## src/rtl/fb_stream_reader.sv

```systemverilog
// fb_stream_reader: Wishbone classic-cycle master that reads the framebuffer
// linearly (one 32-bit word per pixel) and streams pixels, tagged with a
// start-of-frame flag, through a small registered-output FIFO to a
// valid/ready interface.
//
// Optional feature: define FB_SWAP_EN to add the fb_sel input and
// double-buffer support. The selected buffer is sampled only at frame
// boundaries, so a single frame never mixes buffers.
//
// state   | meaning
// --------+-----------------------------------------------------------
// ST_IDLE | not fetching; FIFO and pixel index held cleared
// ST_RUN  | fetching; strobe asserted whenever the FIFO has room
module fb_stream_reader #(
  parameter int unsigned HDISP     = 800,
  parameter int unsigned VDISP     = 480,
  parameter logic [31:0] BASE_ADDR = 32'h0000_0000,
  parameter int unsigned DEPTH     = 8
) (
  input  logic        sys_clk,
  input  logic        sys_rst_n,
  input  logic        enable,
`ifdef FB_SWAP_EN
  input  logic        fb_sel,
`endif
  output logic [31:0] wb_adr,
  output logic        wb_cyc,
  output logic        wb_stb,
  output logic        wb_we,
  output logic [3:0]  wb_sel,
  output logic [2:0]  wb_cti,
  output logic [1:0]  wb_bte,
  input  logic [31:0] wb_dat_i,
  input  logic        wb_ack,
  input  logic        wb_err,
  input  logic        wb_rty,
  output logic [23:0] pix_data,
  output logic        pix_sof,
  output logic        pix_valid,
  input  logic        pix_ready,
  output logic [15:0] err_cnt
);

  localparam int unsigned NPIX  = HDISP * VDISP;
  localparam int unsigned IDX_W = $clog2(NPIX);
  localparam int unsigned PTR_W = $clog2(DEPTH);
  localparam int unsigned CNT_W = PTR_W + 1;
  localparam logic [IDX_W-1:0] LAST_IDX = IDX_W'(NPIX - 1);
  localparam logic [CNT_W-1:0] FULL_CNT = CNT_W'(DEPTH);

  typedef enum logic {
    ST_IDLE = 1'b0,
    ST_RUN  = 1'b1
  } state_t;

  state_t           state_q, state_d;
  logic [IDX_W-1:0] idx_q, idx_d;
  logic [24:0]      mem_q [DEPTH];
  logic [PTR_W-1:0] wr_ptr_q, wr_ptr_d;
  logic [PTR_W-1:0] rd_ptr_q, rd_ptr_d, rd_next;
  logic [CNT_W-1:0] cnt_q, cnt_d;
  logic [24:0]      out_q, out_d;
  logic             out_en;
  logic [31:0]      adr_q, adr_d, base_d;
  logic [15:0]      err_cnt_q, err_cnt_d;

  logic        stb;
  logic        term;
  logic        push;
  logic        pop;
  logic        last;
  logic        flush;
  logic [24:0] push_data;
  logic        unused_dat;

  // Upper byte of each framebuffer word carries no pixel information.
  assign unused_dat = ^wb_dat_i[31:24];

  // Strobe depends on registered state only, never on the termination inputs.
  assign stb       = (state_q == ST_RUN) && (cnt_q != FULL_CNT);
  assign term      = stb && (wb_ack || wb_err || wb_rty);
  assign push      = stb && (wb_ack || wb_err);
  assign push_data = {(idx_q == '0), (wb_ack ? wb_dat_i[23:0] : 24'h000000)};
  assign pop       = (cnt_q != '0) && pix_ready;
  assign last      = (idx_q == LAST_IDX);

`ifdef FB_SWAP_EN
  localparam logic [31:0] FB_STRIDE = 32'(4 * NPIX);

  logic fb_sel_q, fb_sel_d;
  logic start;
  logic wrap;

  assign start = (state_q == ST_IDLE) && (state_d == ST_RUN);
  assign wrap  = push && last;

  // Buffer select changes only at a frame boundary or a fresh start.
  always_comb begin
    fb_sel_d = fb_sel_q;
    if (wrap || start) fb_sel_d = fb_sel;
    base_d = fb_sel_d ? (BASE_ADDR + FB_STRIDE) : BASE_ADDR;
  end

  // Buffer select register.
  always_ff @(posedge sys_clk or negedge sys_rst_n) begin
    if (!sys_rst_n) fb_sel_q <= 1'b0;
    else            fb_sel_q <= fb_sel_d;
  end
`else
  assign base_d = BASE_ADDR;
`endif

  // Next-state logic: leave RUN only once no strobe is left outstanding.
  always_comb begin
    state_d = state_q;
    case (state_q)
      ST_IDLE: if (enable) state_d = ST_RUN;
      ST_RUN:  if (!enable && (!stb || term)) state_d = ST_IDLE;
      default: state_d = ST_IDLE;
    endcase
  end

  assign flush = (state_q == ST_RUN) && (state_d == ST_IDLE);

  // Pixel index, FIFO pointers/count, output register and address next values.
  always_comb begin
    idx_d    = idx_q;
    wr_ptr_d = wr_ptr_q + PTR_W'(push);
    rd_next  = rd_ptr_q + PTR_W'(pop);
    rd_ptr_d = rd_next;
    cnt_d    = cnt_q + CNT_W'(push) - CNT_W'(pop);
    out_d    = mem_q[rd_next];
    out_en   = 1'b0;
    if (push) idx_d = last ? '0 : idx_q + 1'b1;
    // A push into an otherwise-empty FIFO goes straight to the output register.
    if (push && (cnt_q == CNT_W'(pop))) out_d = push_data;
    if (cnt_d != '0) out_en = 1'b1;
    if (flush) begin
      idx_d    = '0;
      wr_ptr_d = '0;
      rd_ptr_d = '0;
      cnt_d    = '0;
      out_en   = 1'b0;
    end
    adr_d = base_d + {{(30 - IDX_W){1'b0}}, idx_d, 2'b00};
  end

  // Error counter saturates instead of wrapping.
  always_comb begin
    err_cnt_d = err_cnt_q;
    if (stb && !wb_ack && wb_err && (err_cnt_q != 16'hFFFF)) err_cnt_d = err_cnt_q + 16'd1;
  end

  // Control and datapath registers.
  always_ff @(posedge sys_clk or negedge sys_rst_n) begin
    if (!sys_rst_n) begin
      state_q   <= ST_IDLE;
      idx_q     <= '0;
      wr_ptr_q  <= '0;
      rd_ptr_q  <= '0;
      cnt_q     <= '0;
      out_q     <= '0;
      adr_q     <= BASE_ADDR;
      err_cnt_q <= '0;
    end else begin
      state_q   <= state_d;
      idx_q     <= idx_d;
      wr_ptr_q  <= wr_ptr_d;
      rd_ptr_q  <= rd_ptr_d;
      cnt_q     <= cnt_d;
      if (out_en) out_q <= out_d;
      adr_q     <= adr_d;
      err_cnt_q <= err_cnt_d;
    end
  end

  // FIFO storage; contents are don't-care until written.
  always_ff @(posedge sys_clk) begin
    if (push) mem_q[wr_ptr_q] <= push_data;
  end

  assign wb_adr    = adr_q;
  assign wb_cyc    = stb;
  assign wb_stb    = stb;
  assign wb_we     = 1'b0;
  assign wb_sel    = 4'hF;
  assign wb_cti    = 3'b000;
  assign wb_bte    = 2'b00;
  assign pix_valid = (cnt_q != '0);
  assign pix_data  = out_q[23:0];
  assign pix_sof   = out_q[24];
  assign err_cnt   = err_cnt_q;

endmodule

```

## config.mk

```make
export PLATFORM = sky130hd
export DESIGN_NAME = fb_stream_reader
export DESIGN_NICKNAME = d
export VERILOG_FILES = /design/src/rtl/fb_stream_reader.sv
export SDC_FILE = /design/constraint.sdc
export NUM_CORES = 1
export LEC_CHECK = 0
export BUFFER_PORTS_ARGS = -buffer_cell sky130_fd_sc_hd__buf_4
export CAP_MARGIN = 10
export CORE_MARGIN = 10
export CORE_UTILIZATION = 45
export CTS_BUF_LIST = sky130_fd_sc_hd__clkbuf_8 sky130_fd_sc_hd__clkbuf_16
export CTS_CLUSTER_DIAMETER = 200
export DETAILED_ROUTE_END_ITERATION = 10
export PLACE_DENSITY = 0.75
export RECOVER_POWER = 25
export SETUP_SLACK_MARGIN = 0.2
export SLEW_MARGIN = 10
export SYNTH_ARGS = -nofsm -noshare
export SYNTH_HDL_FRONTEND = slang
export SYNTH_SLANG_ARGS = --single-unit
```

## constraint.sdc

```tcl
create_clock -name sys_clk -period 7.65 [get_ports sys_clk]
set_input_delay 1.1475 -clock sys_clk [delete_from_list [all_inputs] [get_ports sys_clk]]
set_output_delay 1.1475 -clock sys_clk [all_outputs]
set_load 0.005 [all_outputs]
```

Word-level counts from Yosys, hierarchy flattened:

Memories as Yosys holds them, arrays and structs flattened.
Cells that the tools add are included.

* register bits: 71
* bits in writable memories: 200
* output and inout bits: 86
* word-level logic and storage cells: 55
* memories: 1

* $add $sub $neg: 6
* eq/ne operators: 4
* mux-type cells: 15
* bitwise gates (word level): 2
* reductions and logical operators: 20

Memory list
* mem_q: words 8, bits a word 25, read ports 1, clocked after Yosys merged registers in 0, wr ports 1, line 58 `logic [24:0] mem_q [DEPTH];`

Operators with widths (number)
* two-way mux 19 bit: 3
* two-way mux 25 bit: 1
* two-way mux 24 bit: 1
* adder 19 x 1 -> 19 bit, second input constant: 1
* equality test 19 bit, second input constant: 1
* logical NOT 19 bit: 1
* adder 16 x 1 -> 16 bit, second input constant: 1
* inequality test 16 bit, second input constant: 1
* logical AND 1 bit: 10
* nonzero test 4 bit: 2
* adder 3 x 1 -> 3 bit: 2
* two-way mux 1 bit: 6
* two-way mux 3 bit: 2
* adder 4 x 1 -> 4 bit: 1
* equality test 4 x 1 -> 1 bit: 1
* two-way mux 4 bit: 1
* inequality test 4 bit, second input constant: 1
* subtractor 4 x 1 -> 4 bit: 1
* logical NOT 1 bit: 3
* logical OR 1 bit: 3
* inverter 1 bit: 2
* one-hot mux 1 bit (2 select lines): 1
* nonzero test 2 bit: 1

Depth between registers and ports, before layout:

* word-level depth: 10
* depth in mapped cells: 16

Least setup slack after synthesis:

OpenSTA, ideal clock, no wires.

* path kind: input to register
* start: input wb_ack
* end: memory mem_q[2][0] (enable)
* setup time: 0.479 ns
* arrival: 4.507 ns
* required time: 7.171 ns
* setup slack: 2.664 ns
* stages on the path: 5
* cells stage by stage: o21ai_0 or2_2 buf_2 buf_2 nor4b_1

* cells in the longest elaborated chain, start to end: 4

RTL lines
* start, declared: line 34 `input logic wb_ack,`
* logical OR 1 bit: line 82 `assign push = stb && (wb_ack || wb_err);`
* logical AND 1 bit: line 82
* two-way mux 1 bit: line 179 `if (push) mem_q[wr_ptr_q] <= push_data;`
* two-way mux 1 bit (implied by the code): line 179
* end, declared: line 58

Every way passes these cells.

Worst setup path in the final report:

* start: input wb_ack
* end: register out_q[23]

* cells in the longest elaborated chain, start to end: 10
* elaborated cells on any way between the ends: 18

RTL lines
* branches (longest 10 deep; another with adder 4 x 1 -> 4 bit)
* end signal, assigned: line 171 `if (out_en) out_q <= out_d;`
* end, declared: line 62 `logic [24:0] out_q, out_d;`

Several ways; the timed one is not identified.
A chain may end at the register's enable or synchronous reset.

==> run metrics <==
Commonest cells post-synth=200 x edfxtp_1, 97 x mux2i_1, 71 x dfrtp_1, 50 x nor2_1, 49 x nand2_1; initial core utilization=45.9%; Fin Setup TNS=0 ns; GRT overflow=0; CP Max Fanout=50; WL/cell=19.3 microns; pin count of the biggest net entering global routing=72; Synth Flop Type=edfxtp_1; CP endpoint kind=register; Synth area leaders=edfxtp_1 52%, dfrtp_1 15%, mux2i_1 8.4%, a22oi_1 3.1%, and2_1 1.7%; filler cell count=2052; Num CTS Buffers=27; skew final=0.00968 ns; # hold bufs at CTS=0; post-layout net count=988; Tcrit/Tclk final=between 60% and 70%; Die Footprint=32600 sq um; I/O pins=125; worst path arrival time=approximately 5.4 ns; initial drt markers=493; Final Hold Slack=around 0.48 ns; Synth warnings=0; Final Power=4.83 mW; P_leak=just over 5 nW; critical path class=in2reg; clk buf depth=3; vias per cell=5.44; CP Cell Sequence=clkbuf_1 > o21ai_0 > or2_2 > ha_1 > inv_1 > ha_1 > fa_1 > or3_1 > a211oi_1 > a211oi_4 > buf_4 > nor2_1 > a31oi_1; status=finished, final reports clean; Mapped Avg Cell Area=approximately 14 sq um; Crit path largest cell delay=0.97 ns; met1 usage=between 10% and 20%; area delta synth->final=16.0%; crit-path leading delay family=buffers and inverters; CTS tree=built; Routed Antenna Nets=0; max cap viols=0; initial antenna violation count=0; clock root cell=clkbuf_16; Worst-path clk slew=0.06 ns; height of the chip=181 microns; layout cell share with drive strength beyond 1=17.8%; most frequent CP cell=ha_1; worst reg-to-reg setup slack=3.54 ns; post-route cell area=13500 sq um; number of synthesized flops with an enable pin=200; via count=around 7000; Final WS setup=~2.7 ns; Max Freq=0.201 GHz; pwr dens=359 nW/um^2; Worst EP required=around 8 ns; fin. max-slew vios=0; met3 Usage GRT=3.59%; number of global-route vias before repair=just over 7000; top-count cell post-synth=edfxtp_1; GRT Resource Usage Total=14.8%; Fin. Hold Viols=0; Placer Congestion=0.863; row count=58; Post-synth ARST share=26.2%; Syn Inst Count=839; post-synth top area share=~52%; Post-Syn Area=11600 sq um; Sinks on Clock Net=271; Die W=181 microns; Core ar.=25300 sq um; placed cell area=12600 sq um; sequential fraction of the synthesis area=about two thirds; CP max stage cell=clkbuf_1; first-pass GRT wire length=39300 microns; pre-CTS setup slack=2.93 ns; Reg area=just under 8000 sq um; post-CTS resize count=0; Hold Path Class=reg2reg; TritonRoute pass-1 iters=5; CP bufs+invs=3; peak supply drop=0.208 mV; Diodes inserted=0; post-synthesis cell type count=49; PortBufs=93; busiest layer in global routing=met2; Detailed Place HPWL=14500 microns; area taken by multi-input logic gates=3560 sq um; latest clock arrival within the worst-skew pair=0.54 ns; unrepaired setup endpoints after global routing=no; postcts setup bufs=0; crit start category=input port; Final min period=4.98 ns; max-slew headroom at the worst pin=8.97%; final wirelength=around 25000 microns; slew of the pin with the lowest slew margin=1.37 ns; met2 GRT Util=26.1%; H-Tree Depth=1; endpoints failing setup=0; leading area contributor after synthesis=edfxtp_1; flip-flop and latch count after synthesis=approximately 270; # DRC=0
[area by class of cell]
cell class                      count  share of cell area, %
Sequential cell                   271                   57.7
Multi-Input combinational cell    509                   26.4
Timing Repair Buffer              110                   6.10
Clock buffer                       28                   5.12
Tap cell                          330                   3.06
Clock inverter                     22                   1.10
Inverter                           16                  0.446
[report_power, final]
| part | switching [mW] | internal, mW | leakage (nW) | total, mW |
|---|---|---|---|---|
| clock | 0.541 | 0.691 | 0.459 | 1.23 |
| sequential | 0.121 | 1.83 | 2.73 | 1.95 |
| combinational | 0.932 | 0.716 | 1.95 | 1.65 |
| total | 1.59 | 3.24 | 5.13 | 4.83 |
[through the flow]
step / util (%) / std cells
6_report: 53.2 / 1286
2_1_floorplan: - / 860
3_3_place_gp: 49.9 / 1236
3_5_place_dp: 49.9 / 1236
5_1_grt: 53.2 / 1286
4_1_cts: 53.2 / 1286
[layer usage]
metal	up-vias	part of all wire (%)
li1	3300	-
met1	3433	39
met2	226	51
met3	34	7.9
met4	0	1.5
met5	-	0
[final timing paths]
path	from	end	cells after the start
max	wb_ack	out_q[23]	13
min	err_cnt[10]	err_cnt[10]	1
max reg2reg	cnt_q[2]	out_q[23]	14
min reg2reg	err_cnt[10]	err_cnt[10]	1
max in group asynchronous	sys_rst_n	out_q[16]	1
min in group asynchronous	sys_rst_n	err_cnt[10]	1
[sequential cells by signal (all words and copies together), names as in the netlist]
signal    count
cnt_q         4
wb_adr       19
state_q       1
err_cnt      16
rd_ptr_q      3
wr_ptr_q      3
out_q        25
mem_q       200
[placed cells by master, fill, tap and decap left out, types with 3 or more instances in the layout]
| master | Yosys | layout |
|---|---|---|
| a21oi_1 | 14 | 14 |
| clkinv_2 | 0 | 8 |
| dfrtp_1 | 71 | 71 |
| nor2_1 | 50 | 47 |
| nand2_1 | 49 | 49 |
| xor2_1 | 12 | 12 |
| and4_1 | 4 | 4 |
| nor3b_2 | 2 | 4 |
| nor3_2 | 1 | 4 |
| and3_1 | 6 | 6 |
| buf_4 | 24 | 109 |
| xnor2_1 | 12 | 12 |
| edfxtp_1 | 200 | 200 |
| a22oi_1 | 48 | 48 |
| conb_1 | 2 | 23 |
| clkbuf_16 | 0 | 27 |
| nand2b_1 | 3 | 3 |
| mux2i_1 | 97 | 97 |
| nor2_2 | 0 | 3 |
| nor2b_1 | 10 | 10 |
| or4_1 | 5 | 5 |
| and2_0 | 0 | 20 |
| and2_1 | 31 | 11 |
| inv_1 | 16 | 26 |
| nor4_1 | 5 | 4 |
| nand4_1 | 12 | 12 |
| ha_1 | 13 | 12 |
| a31oi_1 | 26 | 26 |
| a211oi_1 | 6 | 6 |
| nor3_1 | 10 | 7 |
| nand3_1 | 35 | 35 |
| o21ai_0 | 11 | 11 |
[cell families (layout without fill, tap and decap cells)]
| kind of cell | after synthesis | after routing | synth area share (%) |
|---|---|---|---|
| AND/OR/NAND/NOR | 232 | 232 | 10.2 |
| adder cells (fa/ha/maj) | 14 | 14 | 1.57 |
| buffers and inverters | 80 | 176 | 3.60 |
| multiplexers | 101 | 101 | 8.94 |
| other | 2 | 23 | 0.0646 |
| XOR/XNOR | 24 | 24 | 1.81 |
| flip-flops | 271 | 271 | 67.0 |
| AO/OA/AOI/OAI | 115 | 115 | 6.80 |
(Power assumes the default switching activity.)
